--- src/rtl/preg_freelist_if.sv ---
// Rename/retire <-> physical register free list bundle.
// master: rename+retire side; slave: the free list.
interface preg_freelist_if #(
  parameter int TW = 6,
  parameter int CW = 7
);
  logic [2:0]    i_alloc_req;
  logic          o_alloc_grant;
  logic [TW-1:0] o_alloc_p0;
  logic [TW-1:0] o_alloc_p1;
  logic [TW-1:0] o_alloc_p2;
  logic [TW-1:0] o_alloc_p3;
  logic [2:0]    i_free_count;
  logic [TW-1:0] i_free_p0;
  logic [TW-1:0] i_free_p1;
  logic [TW-1:0] i_free_p2;
  logic [TW-1:0] i_free_p3;
  logic [CW-1:0] o_free_cnt;
  logic          o_err;

  modport master (
    output i_alloc_req, i_free_count,
    output i_free_p0, i_free_p1,
    output i_free_p2, i_free_p3,
    input  o_alloc_grant,
    input  o_alloc_p0, o_alloc_p1,
    input  o_alloc_p2, o_alloc_p3,
    input  o_free_cnt, o_err
  );

  modport slave (
    input  i_alloc_req, i_free_count,
    input  i_free_p0, i_free_p1,
    input  i_free_p2, i_free_p3,
    output o_alloc_grant,
    output o_alloc_p0, o_alloc_p1,
    output o_alloc_p2, o_alloc_p3,
    output o_free_cnt, o_err
  );
endinterface

--- src/rtl/preg_freelist.sv ---
// Physical register free list: 4-wide alloc, 4-wide free, circular buffer.
// Ports: i_clk, i_rst_n (async low), fl (preg_freelist_if.slave).
// NPREG must be a power of two (pointers wrap by width).
// `define FREELIST_CHECK_EN adds an in-list bitmap for double-free detection.
module preg_freelist #(
  parameter int NPREG = 64,
  parameter int NARCH = 32
) (
  input logic           i_clk,
  input logic           i_rst_n,
  preg_freelist_if.slave fl
);
  localparam int TW = $clog2(NPREG);
  localparam int CW = $clog2(NPREG + 1);

  typedef logic [TW-1:0] tag_t;

  tag_t          mem [NPREG];
  tag_t          head;
  tag_t          tail;
  logic [CW-1:0] cnt;
  logic          err;

  logic [2:0]    areq;
  logic [2:0]    fcnt;
  logic [2:0]    pop;
  logic [2:0]    push;
  logic          grant;
  logic          ovf;
  logic          dbl;
  logic [CW:0]   room;
  tag_t          fp [4];

  assign fp[0] = fl.i_free_p0;
  assign fp[1] = fl.i_free_p1;
  assign fp[2] = fl.i_free_p2;
  assign fp[3] = fl.i_free_p3;

  assign areq = (fl.i_alloc_req > 3'd4) ? 3'd4 : fl.i_alloc_req;
  assign fcnt = (fl.i_free_count > 3'd4) ? 3'd4 : fl.i_free_count;

  // Frees are never bypassed: grant sees only the registered count.
  assign grant = CW'(areq) <= cnt;
  assign pop   = grant ? areq : 3'd0;

  // Slots vacated by this cycle's pops may be refilled this cycle.
  assign room = (CW+1)'(NPREG) - {1'b0, cnt} + (CW+1)'(pop);
  assign push = (room < (CW+1)'(fcnt)) ? room[2:0] : fcnt;
  assign ovf  = push != fcnt;

  assign fl.o_alloc_grant = grant;
  assign fl.o_alloc_p0    = mem[head];
  assign fl.o_alloc_p1    = mem[head + tag_t'(1)];
  assign fl.o_alloc_p2    = mem[head + tag_t'(2)];
  assign fl.o_alloc_p3    = mem[head + tag_t'(3)];
  assign fl.o_free_cnt    = cnt;
  assign fl.o_err         = err;

  always_ff @(posedge i_clk or negedge i_rst_n) begin
    if (!i_rst_n) begin
      head <= '0;
      tail <= tag_t'(NARCH);
      cnt  <= CW'(NPREG - NARCH);
      err  <= 1'b0;
      for (int i = 0; i < NPREG; i++) begin
        mem[i] <= (i < NPREG - NARCH) ? tag_t'(NARCH + i) : '0;
      end
    end else begin
      head <= head + tag_t'(pop);
      tail <= tail + tag_t'(push);
      cnt  <= cnt - CW'(pop) + CW'(push);
      err  <= err | ovf | dbl;
      for (int k = 0; k < 4; k++) begin
        if (3'(k) < push) begin
          mem[tail + tag_t'(k)] <= fp[k];
        end
      end
    end
  end

`ifdef FREELIST_CHECK_EN
  localparam logic [NPREG-1:0] INL_RST = {NPREG{1'b1}} << NARCH;

  logic [NPREG-1:0] inl;
  logic [NPREG-1:0] inl_n;

  // Pops clear before pushes set, so a tag recycled in one cycle ends marked.
  // Every valid lane is checked, including lanes dropped on overflow.
  always_comb begin
    inl_n = inl;
    dbl   = 1'b0;
    for (int k = 0; k < 4; k++) begin
      if (3'(k) < pop) begin
        inl_n[mem[head + tag_t'(k)]] = 1'b0;
      end
    end
    for (int k = 0; k < 4; k++) begin
      if (3'(k) < fcnt) begin
        if (inl[fp[k]]) dbl = 1'b1;
        for (int j = 0; j < k; j++) begin
          if (fp[j] == fp[k]) dbl = 1'b1;
        end
      end
    end
    for (int k = 0; k < 4; k++) begin
      if (3'(k) < push) begin
        inl_n[fp[k]] = 1'b1;
      end
    end
  end

  always_ff @(posedge i_clk or negedge i_rst_n) begin
    if (!i_rst_n) inl <= INL_RST;
    else          inl <= inl_n;
  end
`else
  assign dbl = 1'b0;
`endif

endmodule

--- src/flat_wrapper.sv ---
// flat-port wrapper written by rule: the top's interface ports become plain ports
module preg_freelist_flat 
#(
  parameter int NPREG = 64,
  parameter int NARCH = 32
)
  (i_clk, i_rst_n, fl_i_alloc_req, fl_i_free_count, fl_i_free_p0, fl_i_free_p1, fl_i_free_p2, fl_i_free_p3, fl_o_alloc_grant, fl_o_alloc_p0, fl_o_alloc_p1, fl_o_alloc_p2, fl_o_alloc_p3, fl_o_free_cnt, fl_o_err);
  preg_freelist_if fl_i ();
  input logic i_clk;
  input logic i_rst_n;
  input wire logic [$bits(fl_i.i_alloc_req)-1:0] fl_i_alloc_req;
  input wire logic [$bits(fl_i.i_free_count)-1:0] fl_i_free_count;
  input wire logic [$bits(fl_i.i_free_p0)-1:0] fl_i_free_p0;
  input wire logic [$bits(fl_i.i_free_p1)-1:0] fl_i_free_p1;
  input wire logic [$bits(fl_i.i_free_p2)-1:0] fl_i_free_p2;
  input wire logic [$bits(fl_i.i_free_p3)-1:0] fl_i_free_p3;
  output wire logic [$bits(fl_i.o_alloc_grant)-1:0] fl_o_alloc_grant;
  output wire logic [$bits(fl_i.o_alloc_p0)-1:0] fl_o_alloc_p0;
  output wire logic [$bits(fl_i.o_alloc_p1)-1:0] fl_o_alloc_p1;
  output wire logic [$bits(fl_i.o_alloc_p2)-1:0] fl_o_alloc_p2;
  output wire logic [$bits(fl_i.o_alloc_p3)-1:0] fl_o_alloc_p3;
  output wire logic [$bits(fl_i.o_free_cnt)-1:0] fl_o_free_cnt;
  output wire logic [$bits(fl_i.o_err)-1:0] fl_o_err;
  assign fl_i.i_alloc_req = fl_i_alloc_req;
  assign fl_i.i_free_count = fl_i_free_count;
  assign fl_i.i_free_p0 = fl_i_free_p0;
  assign fl_i.i_free_p1 = fl_i_free_p1;
  assign fl_i.i_free_p2 = fl_i_free_p2;
  assign fl_i.i_free_p3 = fl_i_free_p3;
  assign fl_o_alloc_grant = fl_i.o_alloc_grant;
  assign fl_o_alloc_p0 = fl_i.o_alloc_p0;
  assign fl_o_alloc_p1 = fl_i.o_alloc_p1;
  assign fl_o_alloc_p2 = fl_i.o_alloc_p2;
  assign fl_o_alloc_p3 = fl_i.o_alloc_p3;
  assign fl_o_free_cnt = fl_i.o_free_cnt;
  assign fl_o_err = fl_i.o_err;
  preg_freelist #(.NPREG(NPREG), .NARCH(NARCH)) u_core (.i_clk(i_clk), .i_rst_n(i_rst_n), .fl(fl_i));
endmodule
--- config.mk ---
export PLATFORM = sky130hd
export DESIGN_NAME = preg_freelist_flat
export DESIGN_NICKNAME = d
export VERILOG_FILES = /design/src/rtl/preg_freelist_if.sv /design/src/rtl/preg_freelist.sv /design/src/flat_wrapper.sv
export SDC_FILE = /design/constraint.sdc
export NUM_CORES = 2
export LEC_CHECK = 0
export CORE_MARGIN = 4
export CORE_UTILIZATION = 50
export CTS_BUF_LIST = sky130_fd_sc_hd__clkbuf_8
export CTS_CLUSTER_SIZE = 28
export DETAILED_ROUTE_END_ITERATION = 7
export PLACE_DENSITY = 0.67
export SLEW_MARGIN = 15
export SYNTH_ARGS = -nofsm -noshare
export SYNTH_HDL_FRONTEND = slang
export SYNTH_SLANG_ARGS = --single-unit
--- constraint.sdc ---
create_clock -name i_clk -period 7.1 [get_ports i_clk]
set_input_delay 0.71 -clock i_clk [delete_from_list [all_inputs] [get_ports i_clk]]
set_output_delay 0.71 -clock i_clk [all_outputs]
set_load 0.05 [all_outputs]
; Yosys cells after proc, flatten, opt, wreduce, memory -nomap -nowiden
; Cells that the tools add are included.
[word_totals]
reg_bits = 404
latchBits = 0
mem_bits_rw = 0
romBits = 0
in_bits = 32
out_inout_bits = 33
elab_cells = 146
memories = 0
[op_classes]
add_sub_neg = 12
n_mul = 0
div = 0
magnitude_cmp = 20
n_eq_ne = 1
shifts = 0
n_mux = 32
bitwise_logic = 9
reduce_logical = 4
[ops]
columns = op, count
row1 = 384-bit bitwise mux, 4
row2 = 384-bit 2-to-1 mux, 4
row3 = 6-bit binary-select mux with 6-bit select, 4
row4 = 6-bit demux with 6-bit select, 4
row5 = 6-bit 2-to-1 mux, 12
row6 = 7-bit >= comparator (second input constant), 8
row7 = 6-bit NOT with 7-bit output, 8
row8 = 7-bit by 1-bit less-than comparator with 1-bit output (second input constant), 4
row9 = 6-bit by 2-bit adder with 6-bit output (second input constant), 4
row10 = 6-bit by 1-bit adder with 6-bit output (second input constant), 2
row11 = 6-bit by 3-bit adder with 6-bit output, 2
row12 = 3-bit 2-to-1 mux, 4
row13 = 8-bit by 3-bit adder with 8-bit output, 1
row14 = 8-bit by 3-bit less-than comparator with 1-bit output, 1
row15 = 7-bit by 7-bit subtractor with 8-bit output (first input constant), 1
row16 = 7-bit by 3-bit adder with 7-bit output, 1
row17 = 3-bit by 7-bit <= comparator with 1-bit output, 1
row18 = 7-bit by 3-bit subtractor with 7-bit output, 1
row19 = 3-bit > comparator (second input constant), 2
row20 = 1-bit by 3-bit less-than comparator with 1-bit output (first input constant), 2
row21 = 2-bit by 3-bit less-than comparator with 1-bit output (first input constant), 2
row22 = 1-bit logical AND, 4
row23 = 3-bit != test, 1
row24 = 1-bit bitwise OR, 1

; Logic depth before layout (Yosys ltp)
[depth]
ltp_word = 15
depth_mapped = 30
ltp_nobuf = 28

; Worst setup path before layout
; OpenSTA, ideal clock, no wires.
[synth_timing]
path_kind = reg-to-reg
start = reg u_core.cnt[5] (netlist: u_core.fl.o_free_cnt[5])
end = reg u_core.cnt[6] (netlist: u_core.fl.o_free_cnt[6])
setup_ns = 0.079
t_arrival_ns = 7.001
required_ns = 7.021
setup_slack_ns = 0.020
path_stages_with_launch = 31
period_less_slack_ns = 7.080
cell_sequence = dfstp_2 -> inv_1 -> ha_1 -> nor2b_1 -> and3_1 -> nand3_1 -> o2111ai_1 -> nand2b_1 -> ha_1 -> inv_1 -> fa_1 -> xnor2_1 -> inv_1 -> ha_1 -> o21ai_0 -> a31oi_1 -> a2111o_1 -> nor2_4 -> buf_6 -> buf_6 -> nand2_1 -> o21ai_0 -> fa_1 -> fa_1 -> a21o_1 -> a21oi_1 -> nor2_1 -> nor2_1 -> nor2_1 -> nor2_1 -> xor2_1
[synth_via]
elab_chain_cells = 6
[synth_lines]
columns = element, line
row1 = start: declaration, preg_freelist.sv:21  ; logic [CW-1:0] cnt;
row2 = start signal: assignment, preg_freelist.sv:63  ; cnt <= CW'(NPREG - NARCH);
row3 = start signal: assignment, preg_freelist.sv:71  ; cnt <= cnt - CW'(pop) + CW'(push);
row4 = 3-bit by 7-bit <= comparator with 1-bit output (*), preg_freelist.sv:43  ; assign grant = CW'(areq) <= cnt;
row5 = net fl_o_alloc_grant, flat_wrapper.sv:17  ; output wire logic [$bits(fl_i.o_alloc_grant)-1:0] fl_o_alloc_grant;
row6 = 3-bit 2-to-1 mux (*), preg_freelist.sv:44  ; assign pop = grant ? areq : 3'd0;
row7 = 8-bit by 3-bit adder with 8-bit output, preg_freelist.sv:47  ; assign room = (CW+1)'(NPREG) - {1'b0, cnt} + (CW+1)'(pop);
row8 = 8-bit by 3-bit less-than comparator with 1-bit output, preg_freelist.sv:48  ; assign push = (room < (CW+1)'(fcnt)) ? room[2:0] : fcnt;
row9 = 3-bit 2-to-1 mux, preg_freelist.sv:48
row10 = 7-bit by 3-bit adder with 7-bit output (*), preg_freelist.sv:71
; Mark *: on every way through the listed nets, which the timed path passes. The rest lies on a longest branch.

; Worst setup path in the final report
[layout_timing]
start = reg u_core.head[1]
end = out fl_o_alloc_p3[2]
[layout_via]
elab_chain_cells = 5
[layout_lines]
columns = element, line
row1 = start: declaration, preg_freelist.sv:19  ; tag_t head;
row2 = start signal: assignment, preg_freelist.sv:69  ; head <= head + tag_t'(pop);
row3 = 6-bit by 2-bit adder with 6-bit output, preg_freelist.sv:55  ; assign fl.o_alloc_p3 = mem[head + tag_t'(3)];
row4 = 6-bit NOT with 7-bit output (implied by the code), preg_freelist.sv:55
row5 = 6-bit binary-select mux with 6-bit select, preg_freelist.sv:55
row6 = 6-bit 2-to-1 mux (implied by the code) (2 in series), preg_freelist.sv:55
row7 = end: declaration, flat_wrapper.sv:21  ; output wire logic [$bits(fl_i.o_alloc_p3)-1:0] fl_o_alloc_p3;
; Every way passes these cells. The select of a mux whose other input is x is not followed.

==> run metrics <==
Post-route DRC=6; Via density=8.53; HP Class=input pin to asynchronous set/reset pin; failing checks=design-rule violations, negative hold slack; sequential-to-total area share from yosys stat=0.256; total CTS buffers=81; WL/cell=41.2 µm; largest net degree at the start of global routing=154; outcome=complete, but fails checks; top_reg_cell synth=dfrtp_1; CP Max Fanout=49; fmax=156 MHz; Port Buffers=64; slowest stage cell, crit path=ha_4; Die Ht=291 µm; CP dominant cell by count=mux4_2; CP cell instances=inv_1 > ha_4 > buf_4 > mux4_2 > mux4_2 > mux4_2 > buf_4; commonest cells after routing, fill and taps aside=mux4_2, mux2i_1, dfrtp_1; share of the synthesized area in the top cell type=0.273; row cnt=103; Rel. slew slack=0.112; Min Hold Slack=-0.0155 ns; post-synthesis cell count=3720; CTS HTree Levels=3; GPL Wtd Cong=1.11; worst r2r src=u_core.fl.o_free_cnt[5]$_DFF_PN1_; die boundary width=291 µm; antenna violations before repair=11; Final Net Count=3634; Clock Tree Root=clkbuf_8; DRT Pass-1 Iters=8; largest cells by area after synthesis=mux4_2, dfrtp_1, mux2i_1; Crit. Startpoint=u_core.head[1]$_DFF_PN0_; first-pass GRT wire length=275000 µm; hpwl dp=126000 µm; Crit. End Element=output port; antenna viol nets, final=0; Reg-to-Reg End=u_core.mem[104]$_DFF_PN0_; RSZ-0062 raised after global routing=no; Startpoint Class=flop; CTS max path bufs=3; Slew Viols, Final=0; share of layout cells above drive strength 1=0.308; hold buffers post-CTS=0; Max-cap violations=0; Core ar.=79300 µm²; worst-margin pin slew=1.32 ns; yosys warns=0; Setup Buffers After CTS=0; clk sinks=404; Mapped Area=40100 µm²; Final Hold Vio Count=3; CP required=6.39 ns; Layout Skew=0.0493 ns; Routed WL=194000 µm; # IOs=65; period utilization=0.900; post-CTS sizing=0; CP Data Arrival Time=5.68 ns; CP top delay family=multiplexers; Crit Path Category=flop to output port; 1st-iter DRT viols=7535; syn_area_per_cell=10.8 µm²; ys async rst share=1.00; Unique masters post-synth=83; clk slew on worst S/H paths=0.06 ns; r2r setup slk=0.95 ns; biggest area consumer among synthesized cells=mux4_2; TritonCTS clock tree=yes; Area Overhead vs Synth=7.74%; vias in the first global route=37400; crit path time final=6.39 ns; Clk Latency, worst-skew pair=0.75 ns; commonest non-fill, non-tap cell in the layout=mux4_2; Initial Utilization=0.506; post-route setup TNS=0 ns; CP Buf/Inv Count=3; total grt overflow=0; number of flops mapped to enable cells by yosys=0; endpoints failing setup=0; die area=84800 µm²; largest stage delay on the critical path=1.09 ns; GRT Total Usage=0.442; via count=40100; Synth Register Bits=404; syn nets=3789; R2R cell count=22
==> synthesized netlist by cell type (36+ instances only) <==
| cell type | n |
|---|---|
| buf_1 | 74 |
| mux2_2 | 129 |
| nor2_1 | 197 |
| o21ai_0 | 254 |
| a22oi_1 | 138 |
| nand3_1 | 91 |
| clkbuf_1 | 314 |
| mux2i_1 | 319 |
| dfstp_2 | 114 |
| a32oi_1 | 210 |
| o211ai_1 | 184 |
| dfrtp_1 | 290 |
| mux4_2 | 486 |
| buf_2 | 40 |
| nand2_1 | 257 |
| o22ai_1 | 36 |
| a21oi_1 | 96 |
==> layer usage <==
metal,track usage,wire length [µm]
met5,0.00908,271
met4,0.305,18800
met3,0.223,36800
met2,0.580,74400
met1,0.563,63400
==> stage by stage <==
stage,util,cell area (µm²),cells,worst slack (ns)
after floorplan,-,40100,3720,0.0199
after global placement,0.525,41600,4532,0.355
after detailed placement,0.525,41600,4532,0.334
after CTS,0.545,43200,4681,0.863
after global routing,0.545,43200,4683,0.537
final,0.545,43200,4701,0.707
==> sequential cells by signal, indices dropped and copies added (netlist names) <==
register	flops
u_core.tail	6
u_core.fl.o_err	1
u_core.mem	384
u_core.head	6
u_core.fl.o_free_cnt	7
==> cells by family (layout without fill, tap and decap cells) <==
logic type               count (synthesis)  in the layout  share of synthesized area
AO/OA/AOI/OAI                         1135           1135                      0.202
multiplexers                           935            935                      0.389
AND/OR/NAND/NOR                        703            703                     0.0865
buffers and inverters                  474            385                     0.0469
flip-flops                             404            404                      0.256
adder cells (fa/ha/maj)                 37             37                     0.0127
XOR/XNOR                                32             32                    0.00699
other                                    0             20                          0
==> worst reg2reg max path: stages (launching register included) <==
cell,delay [ns]
dfstp_2,0.58
inv_1,0.11
ha_1,0.19
nor2b_1,0.15
and3_1,0.20
nand3_1,0.08
o2111ai_1,0.20
nand2b_1,0.16
ha_1,0.17
inv_1,0.05
fa_1,0.45
xnor2_1,0.23
inv_1,0.13
ha_1,0.28
o21ai_0,0.07
a31oi_1,0.10
a2111o_1,0.43
nor2_4,0.35
buf_4,0.30
mux2_2,0.77
nor2_1,0.28
or3_1,0.53
o211ai_1,0.25
==> final cells by class <==
cell class / instances / area, µm²
Antenna cell: 20 / 50.0
Clock buffer: 97 / 1340
Clock inverter: 52 / 262
Fill cell: 6851 / 36000
Inverter: 35 / 131
Multi-Input combinational cell: 2842 / 28200
Sequential cell: 404 / 10300
Tap cell: 1050 / 1310
Timing Repair Buffer: 201 / 1670
==> how the worst max path moves through the flow <==
stage / cells after the start / endpoint
after global routing: 28 / u_core.fl.o_free_cnt[6]$_DFF_PN0_
after global placement: 25 / u_core.fl.o_free_cnt[6]$_DFF_PN0_
after detailed placement: 25 / u_core.fl.o_free_cnt[6]$_DFF_PN0_
after CTS: 7 / fl_o_alloc_p3[2]
final: 7 / fl_o_alloc_p3[2]
after floorplan: 30 / u_core.fl.o_free_cnt[6]$_DFF_PN0_
Power is not shown: default switching activity piles up to over one toggle a cycle in this logic, so the estimate is an artifact.
